`src/rtl/tma_argmax_if.sv`:
```
// Sum-stream and result bundle for tma_argmax; margin exists only with TMA_ARGMAX_MARGIN_EN.
interface tma_argmax_if #(
  parameter int NUM_CLASS = 12,
  parameter int SUM_W     = 16
);
  localparam int IDX_W = $clog2(NUM_CLASS);

  logic                    sum_valid;
  logic signed [SUM_W-1:0] sum_data;
  logic                    tail_flush_en;
  logic                    argmax_done;
  logic [IDX_W-1:0]        pred_class;
  logic signed [SUM_W-1:0] pred_score;
  logic                    sum_error;
`ifdef TMA_ARGMAX_MARGIN_EN
  logic [SUM_W:0]          margin;

  modport master (
    output sum_valid, sum_data, tail_flush_en,
    input  argmax_done, pred_class, pred_score, sum_error, margin
  );
  modport slave (
    input  sum_valid, sum_data, tail_flush_en,
    output argmax_done, pred_class, pred_score, sum_error, margin
  );
`else
  modport master (
    output sum_valid, sum_data, tail_flush_en,
    input  argmax_done, pred_class, pred_score, sum_error
  );
  modport slave (
    input  sum_valid, sum_data, tail_flush_en,
    output argmax_done, pred_class, pred_score, sum_error
  );
`endif
endinterface

```
`src/rtl/tma_argmax.sv`:
```
// Streaming signed argmax over NUM_CLASS class sums with flush-triggered result.
// Optional TMA_ARGMAX_MARGIN_EN adds runner-up tracking and the best-minus-second margin.
module tma_argmax #(
  parameter int NUM_CLASS = 12,
  parameter int SUM_W     = 16
) (
  input  logic         clk,
  input  logic         rst,
  tma_argmax_if.slave  bus
);
  localparam int IDX_W = $clog2(NUM_CLASS);
  localparam int CNT_W = IDX_W + 1;

  typedef enum logic [1:0] {IDLE, COLLECT, READY} state_e;

  state_e                  state_q, state_d;
  logic [CNT_W-1:0]        cnt_q, cnt_d;
  logic signed [SUM_W-1:0] best_val_q, best_val_d;
  logic [IDX_W-1:0]        best_idx_q, best_idx_d;
  logic [IDX_W-1:0]        pred_class_q, pred_class_d;
  logic signed [SUM_W-1:0] pred_score_q, pred_score_d;
  logic                    done_q, done_d;
  logic                    err_q, err_d;

  logic load_first, take_sum, flush, err_set, last_sum;

  assign last_sum = (cnt_q == CNT_W'(NUM_CLASS - 1));

`ifdef TMA_ARGMAX_MARGIN_EN
  localparam logic signed [SUM_W-1:0] SUM_MIN = {1'b1, {(SUM_W-1){1'b0}}};
  logic signed [SUM_W-1:0] second_q, second_d;
  logic [SUM_W:0]          margin_q, margin_d;
`endif

  always_ff @(posedge clk) begin
    if (rst) state_q <= IDLE;
    else     state_q <= state_d;
  end

  always_comb begin
    state_d = state_q;
    case (state_q)
      IDLE:    if (bus.sum_valid) state_d = (NUM_CLASS == 1) ? READY : COLLECT;
      COLLECT: if (bus.sum_valid && last_sum) state_d = READY;
      READY:   if (bus.tail_flush_en) state_d = IDLE;
      default: state_d = IDLE;
    endcase
  end

  // A flush arriving with the final sum is not a missing-sum error.
  always_comb begin
    load_first = 1'b0;
    take_sum   = 1'b0;
    flush      = 1'b0;
    err_set    = 1'b0;
    case (state_q)
      IDLE: begin
        load_first = bus.sum_valid;
        err_set    = bus.tail_flush_en;
      end
      COLLECT: begin
        take_sum = bus.sum_valid;
        err_set  = bus.tail_flush_en && !(bus.sum_valid && last_sum);
      end
      READY: begin
        flush   = bus.tail_flush_en;
        err_set = bus.sum_valid;
      end
      default: ;
    endcase
  end

  always_comb begin
    cnt_d        = cnt_q;
    best_val_d   = best_val_q;
    best_idx_d   = best_idx_q;
    pred_class_d = pred_class_q;
    pred_score_d = pred_score_q;
    done_d       = flush;
    err_d        = flush ? 1'b0 : (err_q | err_set);
`ifdef TMA_ARGMAX_MARGIN_EN
    second_d     = second_q;
    margin_d     = margin_q;
`endif
    if (load_first) begin
      cnt_d      = CNT_W'(1);
      best_val_d = bus.sum_data;
      best_idx_d = '0;
`ifdef TMA_ARGMAX_MARGIN_EN
      second_d   = SUM_MIN;
`endif
    end else if (take_sum) begin
      cnt_d = cnt_q + CNT_W'(1);
      if (bus.sum_data > best_val_q) begin
        best_val_d = bus.sum_data;
        best_idx_d = cnt_q[IDX_W-1:0];
`ifdef TMA_ARGMAX_MARGIN_EN
        second_d   = best_val_q;
      end else if (bus.sum_data > second_q) begin
        second_d   = bus.sum_data;
`endif
      end
    end
    if (flush) begin
      cnt_d        = '0;
      pred_class_d = best_idx_q;
      pred_score_d = best_val_q;
`ifdef TMA_ARGMAX_MARGIN_EN
      margin_d     = {best_val_q[SUM_W-1], best_val_q} - {second_q[SUM_W-1], second_q};
`endif
    end
  end

  always_ff @(posedge clk) begin
    if (rst) begin
      cnt_q        <= '0;
      best_val_q   <= '0;
      best_idx_q   <= '0;
      pred_class_q <= '0;
      pred_score_q <= '0;
      done_q       <= 1'b0;
      err_q        <= 1'b0;
`ifdef TMA_ARGMAX_MARGIN_EN
      second_q     <= '0;
      margin_q     <= '0;
`endif
    end else begin
      cnt_q        <= cnt_d;
      best_val_q   <= best_val_d;
      best_idx_q   <= best_idx_d;
      pred_class_q <= pred_class_d;
      pred_score_q <= pred_score_d;
      done_q       <= done_d;
      err_q        <= err_d;
`ifdef TMA_ARGMAX_MARGIN_EN
      second_q     <= second_d;
      margin_q     <= margin_d;
`endif
    end
  end

  assign bus.argmax_done = done_q;
  assign bus.pred_class  = pred_class_q;
  assign bus.pred_score  = pred_score_q;
  assign bus.sum_error   = err_q;
`ifdef TMA_ARGMAX_MARGIN_EN
  assign bus.margin      = margin_q;
`endif

endmodule

```
`src/flat_wrapper.sv`:
```
// flat-port wrapper written by rule: the top's interface ports become plain ports
module tma_argmax_flat 
#(
  parameter int NUM_CLASS = 12,
  parameter int SUM_W     = 16
)
  (clk, rst, bus_sum_valid, bus_sum_data, bus_tail_flush_en, bus_argmax_done, bus_pred_class, bus_pred_score, bus_sum_error);
  tma_argmax_if #(.NUM_CLASS(NUM_CLASS), .SUM_W(SUM_W)) bus_i ();
  input  logic clk;
  input  logic rst;
  input wire logic [$bits(bus_i.sum_valid)-1:0] bus_sum_valid;
  input wire logic [$bits(bus_i.sum_data)-1:0] bus_sum_data;
  input wire logic [$bits(bus_i.tail_flush_en)-1:0] bus_tail_flush_en;
  output wire logic [$bits(bus_i.argmax_done)-1:0] bus_argmax_done;
  output wire logic [$bits(bus_i.pred_class)-1:0] bus_pred_class;
  output wire logic [$bits(bus_i.pred_score)-1:0] bus_pred_score;
  output wire logic [$bits(bus_i.sum_error)-1:0] bus_sum_error;
  assign bus_i.sum_valid = bus_sum_valid;
  assign bus_i.sum_data = bus_sum_data;
  assign bus_i.tail_flush_en = bus_tail_flush_en;
  assign bus_argmax_done = bus_i.argmax_done;
  assign bus_pred_class = bus_i.pred_class;
  assign bus_pred_score = bus_i.pred_score;
  assign bus_sum_error = bus_i.sum_error;
  tma_argmax #(.NUM_CLASS(NUM_CLASS), .SUM_W(SUM_W)) u_core (.clk(clk), .rst(rst), .bus(bus_i));
endmodule
```
`config.mk`:
```
export PLATFORM = sky130hd
export DESIGN_NAME = tma_argmax_flat
export DESIGN_NICKNAME = d
export VERILOG_FILES = /design/src/rtl/tma_argmax_if.sv /design/src/rtl/tma_argmax.sv /design/src/flat_wrapper.sv
export SDC_FILE = /design/constraint.sdc
export NUM_CORES = 1
export LEC_CHECK = 0
export BUFFER_PORTS_ARGS = -buffer_cell sky130_fd_sc_hd__buf_4
export CAP_MARGIN = 20
export CORE_MARGIN = 5
export CORE_UTILIZATION = 55
export DETAILED_ROUTE_END_ITERATION = 10
export HOLD_SLACK_MARGIN = 0.05
export PLACE_DENSITY = 0.77
export SYNTH_ARGS = -nofsm -noshare
export SYNTH_HDL_FRONTEND = slang
export SYNTH_SLANG_ARGS = --single-unit
```
`constraint.sdc`:
```
create_clock -name clk -period 2.81 [get_ports clk]
set_input_delay 0.7025 -clock clk [delete_from_list [all_inputs] [get_ports clk]]
set_output_delay 0.7025 -clock clk [all_outputs]
set_load 0.02 [all_outputs]
```
==> flow_metrics.py, run 1 <==
metrics = {
    "layout": {
        "area_growth_pct": 19.47,
        "multiInputGateArea_mm2": 0.001252,
        "drive_gt1_share_pct": 22.78,
        "postLayoutCellArea_mm2": 0.002810,
        "final_common_cell": "dfxtp_1",
        "antenna_cells": 0,
        "final_nets": 317,
        "utilization_pct": 68.77,
        "n_fill_cell": 339,
        "layout_common_cells": "dfxtp_1 (49), buf_4 (44), nand2b_1 (33), mux2i_1 (21), a22o_1 (20)",
        "regArea_um2": 980.9,
    },
    "floorplanning": {
        "die_x_um": 75.40,
        "rows": 23,
        "pin_count": 42,
        "die_h_um": 75.40,
        "start_util_pct": 57.56,
        "dieArea_mm2": 0.005684,
        "coreArea_mm2": 0.004086,
    },
    "setup_path": {
        "crit_fanout": 4,
        "end_kind": "flop",
        "reg2reg_depth": 8,
        "cpPeakStageDelay_ps": 380,
        "crit_slowest_cell": "o21ai_1",
        "required_ps": 3050,
        "reg2reg_setup_slack_ps": 550,
        "reg2reg_to": "u_core.best_idx_q[2]",
        "startpoint_type": "primary input",
        "crit_chain": "buf_4, ha_1, nand4_2, nor4_2, a21boi_4, nor2_1, o21ai_1, mux2i_1",
        "cp_top_family": "compound AO/OA/AOI/OAI gates",
        "cp.arrival_ps": 2580,
        "crit_type": "in2reg",
        "path_buf_inv": 1,
        "r2r_start": "u_core.best_val_q[15]",
    },
    "routing": {
        "via_per_inst": 5.281,
        "finalWirelength_um": 4480,
        "highest_layer": "met4",
        "ant_nets": 0,
        "num_vias": 1748,
        "met2WireLength_um": 2180,
        "dr_wl_met3_um": 240,
        "drtIter0Drc": 93,
        "routedWlPerCell_um": 13.53,
        "drtPass1Iterations": 4,
        "drc": 0,
        "met1_length_um": 2011,
    },
    "synthesis": {
        "syn_avg_cell_area_um2": 9.842,
        "synth_edf_count": 0,
        "synth-adder-area-share_pct": 9.043,
        "yosysSeqAreaShare_pct": 41.70,
        "synthMuxAreaShare_pct": 9.415,
        "synth-main-ff-cell": "dfxtp_1",
        "synth.distinct_cells": 38,
        "syn_area_mm2": 0.002352,
        "yosys_warnings": 0,
        "ys_seq_elements": 49,
        "synth_xor_xnor_area_share_pct": 1.117,
        "synth-async-reset-ratio_pct": 0,
        "postSynthCellCount": 239,
        "synth_top_family_by_area": "simple AND/OR/NAND/NOR gates",
        "synth_compound_area_share_pct": 13.72,
        "syn_nets": 276,
        "yosys.area_share.simple_pct": 19.47,
    },
    "sta": {
        "fin_crit_ps": 2346,
        "maxSlewHeadroom_pct": 59.66,
        "rsz0062_at_grt": "false",
        "setup_viol": 0,
        "skew_ps": 8.731,
        "fin_crit_sh_pct": 83.48,
        "fin_setup_tns_ps": 0,
        "final_max_slew_viol_count": 0,
        "worst_slew_pin_slew_ps": 603.2,
        "hold_violations": 0,
        "fmax_ghz": 0.4263,
    },
    "clock_tree": {
        "cts_made_buffers": 5,
        "cts.repair.resized": 0,
        "h-tree-depth": 2,
        "cts_tree": "built",
        "cts_hold_buf": 0,
        "cts.sinks": 49,
        "clock_latency_ps": 300,
        "clock_path_buffers": 2,
        "path_clk_slew_ps": 90,
        "root_buffer": "clkbuf_8",
        "post_cts_buffers": 0,
    },
    "power_and_ir_drop": {
        "internal_power_mw": 1.032,
        "p_clk_share_pct": 30.8,
        "vdd_drop_max_v": 0.0003460,
        "p_leak_nw": 1.214,
        "p_switching_mw": 0.3714,
        "swShare_pct": 26.46,
        "seq_power_share_pct": 53.0,
        "power_density_mw_per_mm2": 499.5,
        "power_mw": 1.404,
        "power_frac_comb_pct": 16.2,
    },
    "grt": {
        "overflow": 0,
        "first_global_vias": 1825,
        "grt_start_max_net_pins": 38,
        "grt_pass1_wl_um": 7948,
        "track_usage_pct": 18.31,
        "antenna_found_initial": 0,
    },
    "run": {
        "drv_cap": 0,
    },
    "hold_path": {
        "whs_endpoint": "u_core.best_idx_q[2]",
        "min_path_cells": 2,
        "hold_class": "reg2reg",
        "hold_start": "u_core.best_idx_q[2]",
    },
    "place": {
        "place_hpwl_um": 3347,
        "postPlaceCellArea_mm2": 0.002714,
        "place.gp.congestion": 0.7557,
        "io_buffers": 41,
    },
    "outcome": {
        "status": "finished, final reports clean",
    },
}
## worst min-delay path: stages (launching register included)
cell     delay, ps
dfxtp_1        320
nand2_1         50
mux2i_1         60
## synthesized netlist by cell type, types with 2 or more instances
| cell | instances | area share, % |
|---|---|---|
| inv_1 | 18 | 2.9 |
| xor2_1 | 3 | 1.1 |
| nor2b_1 | 2 | 0.53 |
| mux2i_1 | 21 | 8.9 |
| dfxtp_1 | 49 | 42 |
| nor2_1 | 13 | 2.1 |
| clkbuf_1 | 8 | 1.3 |
| a21oi_1 | 6 | 1.3 |
| a31oi_1 | 2 | 0.53 |
| nand2_1 | 15 | 2.4 |
| ha_1 | 17 | 9.0 |
| nand2b_1 | 33 | 8.8 |
| o21ai_1 | 2 | 0.43 |
| a22o_1 | 20 | 7.4 |
| nor4_2 | 2 | 1.1 |
| nor3_1 | 3 | 0.64 |
| and2_1 | 2 | 0.53 |
| nand4_1 | 3 | 0.80 |
## power groups by stage
stage	clock network, mW	logic [mW]	registers, mW
after CTS	0.450	0.231	0.744
after global placement	0	0.224	0.758
after global routing	0.475	0.259	0.749
final	0.432	0.227	0.744
after detailed placement	0	0.228	0.760
after floorplan	0	0.167	0.755
## how the worst max path moves through the flow
stage	cells past startpoint	endpoint	startpoint	slack [ps]
after floorplan	8	u_core.best_val_q[10]	bus_sum_data[5]	230
after global placement	9	u_core.best_val_q[15]	bus_sum_data[7]	170
after detailed placement	8	u_core.best_idx_q[2]	bus_sum_data[15]	110
after CTS	8	u_core.best_idx_q[2]	bus_sum_data[15]	440
after global routing	8	u_core.best_idx_q[2]	bus_sum_data[15]	260
final	8	u_core.best_idx_q[2]	bus_sum_data[15]	460
## cell families after synthesis
family	count (synthesis)
and+or+nand+nor	79
DFF	49
AOI/OAI and AO/OA	40
buffers and inverters	29
muxes	22
adders and majority gates	17
xor gates and xnor gates	3
## state kept, by name, summed over array words and instances, names as in the netlist
signal and flops:
u_core.bus.sum_error 1, u_core.bus.argmax_done 1, u_core.cnt_q 5, u_core.bus.pred_class 4, u_core.state_q 2, u_core.best_idx_q 4, u_core.bus.pred_score 16, u_core.best_val_q 16
## per-stage QoR
stage	instances	setup slack (ps)	hold slack (ps)
CTS	331	441.2	469.5
finish	331	464.1	469.1
detailed placement	323	112.7	456.3
global route	331	255.4	485.4
global placement	323	166.1	448.2
floorplan	239	232.5	437.7
## layout make-up
cell class | instances | share of cell area (%)
multi-input combinational | 161 | 44.57
sequential | 49 | 34.91
timing repair buffer | 45 | 12.47
clock buffer | 6 | 2.939
inverter | 18 | 2.404
tap | 50 | 2.226
clock inverter | 2 | 0.4898
## metal layers
metal,up-vias,track usage [%]
li1,908,-
met5,-,0
met2,32,32.89
met1,801,21.07
met4,0,5.243
met3,7,5.277
(Power assumes the default switching activity.)
==> run 2, diff against run 1 <==
CORE_UTILIZATION = 50   (was 55)
PLACE_DENSITY = 0.73   (was 0.77)
clock period = 2.1 ns   (was 2.81 ns; I/O delays follow)
==> run 2 against run 1 <==
The run now ends with negative setup slack left. Clock power is 38% higher. Cell count up 7.3%. First-iteration DRC count shrank 52%. Non-clock buffer count increased by 20. Wire length rose by 13%. Sequential share of layout area decreased by 3.8 points. Critical endpoint is now u_core.best_idx_q[3]. Largest cell class unchanged.
==> flow_metrics.py, run 2 (synthesis results as in run 1) <==
metrics = {
    "outcome": {
        "status": "complete, but fails checks",
        "violations": "negative setup slack",
    },
    "place": {
        "io_buffers": 41,
        "place.gp.congestion": 0.7319,
        "place_ws_ps": -313.8,
        "place_hpwl_um": 3546,
        "postPlaceCellArea_mm2": 0.002929,
    },
    "grt": {
        "first_global_vias": 1922,
        "antenna_found_initial": 0,
        "grt_pass1_wl_um": 8714,
        "overflow": 0,
        "track_usage_pct": 17.50,
        "grt_start_max_net_pins": 38,
    },
    "routing": {
        "via_per_inst": 5.228,
        "drc": 0,
        "routedWlPerCell_um": 14.32,
        "drtPass1Iterations": 4,
        "ant_nets": 0,
        "finalWirelength_um": 5083,
        "num_vias": 1856,
        "drtIter0Drc": 45,
    },
    "setup_path": {
        "crit_slowest_cell": "dfxtp_2",
        "crit_chain": "inv_2, ha_4, a21oi_1, nor3_1, a211o_2, buf_12, o31a_2, o21ai_2, buf_6, mux2i_1",
        "cpPeakStageDelay_ps": 360,
        "cp_top_family": "compound AO/OA/AOI/OAI gates",
        "path_depth": 10,
        "reg2reg_setup_slack_ps": -70,
        "r2r_start": "u_core.best_val_q[9]",
        "startpoint_type": "flop",
        "path_buf_inv": 3,
        "required_ps": 2330,
        "reg2reg_to": "u_core.best_idx_q[3]",
        "reg2reg_depth": 10,
        "end_kind": "flop",
        "crit_type": "reg2reg",
        "cp.arrival_ps": 2400,
        "crit_path_end": "u_core.best_idx_q[3]",
        "startpoint": "u_core.best_val_q[9]",
        "crit_fanout": 4,
    },
    "sta": {
        "setup_viol": 20,
        "worst_slew_pin_slew_ps": 479.8,
        "rsz0062_at_grt": "true",
        "final_max_slew_viol_count": 0,
        "fin_crit_ps": 2169,
        "fin_crit_sh_pct": 103.3,
        "finalWorstSetupSlack_ps": -68.58,
        "fmax_ghz": 0.4611,
        "hold_violations": 0,
        "skew_ps": 3.810,
        "maxSlewHeadroom_pct": 67.89,
    },
    "run": {
        "drv_cap": 0,
    },
    "floorplanning": {
        "die_h_um": 78.59,
        "pin_count": 42,
        "dieArea_mm2": 0.006176,
        "start_util_pct": 50.81,
        "die_x_um": 78.59,
        "rows": 25,
        "coreArea_mm2": 0.004629,
    },
    "power_and_ir_drop": {
        "p_switching_mw": 0.5383,
        "p_leak_nw": 1.348,
        "internal_power_mw": 1.497,
        "power_frac_comb_pct": 21.6,
        "swShare_pct": 26.45,
        "vdd_drop_max_v": 0.0003791,
        "p_clk_share_pct": 29.4,
        "seq_power_share_pct": 49.0,
        "power_density_mw_per_mm2": 635.3,
    },
    "layout": {
        "drive_gt1_share_pct": 38.87,
        "antenna_cells": 0,
        "postLayoutCellArea_mm2": 0.003203,
        "area_growth_pct": 36.17,
        "utilization_pct": 69.19,
        "layout_common_cells": "buf_4 (60), dfxtp_1 (37), nand2b_1 (33), mux2i_1 (21), a22o_1 (20)",
        "final_common_cell": "buf_4",
        "final_nets": 337,
    },
    "clock_tree": {
        "clock_path_buffers": 2,
        "clock_latency_ps": 300,
        "path_clk_slew_ps": 80,
        "cts_tree": "built",
        "cts_made_buffers": 5,
        "cts.sinks": 49,
        "root_buffer": "clkbuf_8",
        "h-tree-depth": 2,
    },
    "hold_path": {
        "hold_class": "reg2reg",
    },
}
==> run 2: changes by cell type in the layout (fill, tap and decap cells not counted), moves of 2 or more <==
cell	previous run	this run
a21oi_1	6	4
buf_4	44	60
ha_4	0	12
inv_2	0	4
a21oi_2	0	2
nor4_2	2	0
dfxtp_2	0	12
inv_1	18	14
nor4_4	0	2
ha_1	17	5
buf_6	0	4
dfxtp_1	49	37
==> run 2: per-stage QoR <==
step / setup TNS (ps) / total power, mW / instances / hold WS, ps
2_1_floorplan: -1482 / 1.274 / 239 / 437.7
3_3_place_gp: -3423 / 1.378 / 335 / 450.0
3_5_place_dp: -4988 / 1.390 / 335 / 456.4
4_1_cts: -65.10 / 2.037 / 352 / 468.7
5_1_grt: -3048 / 2.152 / 355 / 501.8
6_report: -845.7 / 2.035 / 355 / 465.2
==> run 2: worst min path at each step <==
stage	from	depth (start not counted)	endpoint	slack [ps]
2_1_floorplan	u_core.best_idx_q[1]	2	u_core.best_idx_q[1]	440
3_3_place_gp	u_core.best_idx_q[1]	2	u_core.best_idx_q[1]	450
3_5_place_dp	u_core.best_idx_q[1]	2	u_core.best_idx_q[1]	460
4_1_cts	u_core.best_idx_q[1]	2	u_core.best_idx_q[1]	470
5_1_grt	bus_sum_data[0]	3	u_core.best_val_q[0]	500
6_report	u_core.best_idx_q[1]	2	u_core.best_idx_q[1]	470
==> run 2: worst register-to-register path, cell delays in order, from the launching register on <==
cell and delay [ps]:
dfxtp_2 360, inv_2 50, ha_4 200, a21oi_1 190
nor3_1 90, a211o_2 360, buf_12 140, o31a_2 340
o21ai_2 70, buf_6 140, mux2i_1 170
==> run 2: area by class of cell <==
class / count / area, um^2
multi-input cells: 161 / 1455
well taps: 54 / 67.56
fillers: 383 / 1426
repair buffers: 65 / 515.5
clock buffers: 7 / 96.34
flip-flops and latches: 49 / 996.0
clock inverters: 1 / 5.005
inverters: 18 / 67.56
==> run 2: repair_timing <==
action / CTS / global route
endpoints found under the setup margin: 17 / 20
setup buffers: 9 / 3
gates resized for setup: 18 / 11
pin swaps: 8 / 7
hold buffers: 0 / 0
==> run 2: layer usage <==
layer | GRT usage [%] | vias to the layer above | share of wire, %
li1 | - | 943 | -
met1 | 21.74 | 875 | 47
met2 | 30.31 | 32 | 48
met3 | 4.128 | 6 | 3.5
met4 | 4.371 | 0 | 1.3
met5 | 0 | - | 0
==> run 2: power by group through the flow <==
stage          registers, mW  clock network, mW  logic (mW)
2_1_floorplan           1.01                  0       0.264
3_3_place_gp            1.01                  0       0.363
3_5_place_dp            1.02                  0       0.374
4_1_cts                0.995              0.626       0.416
5_1_grt                 1.00              0.665       0.483
6_report               0.998              0.598       0.439
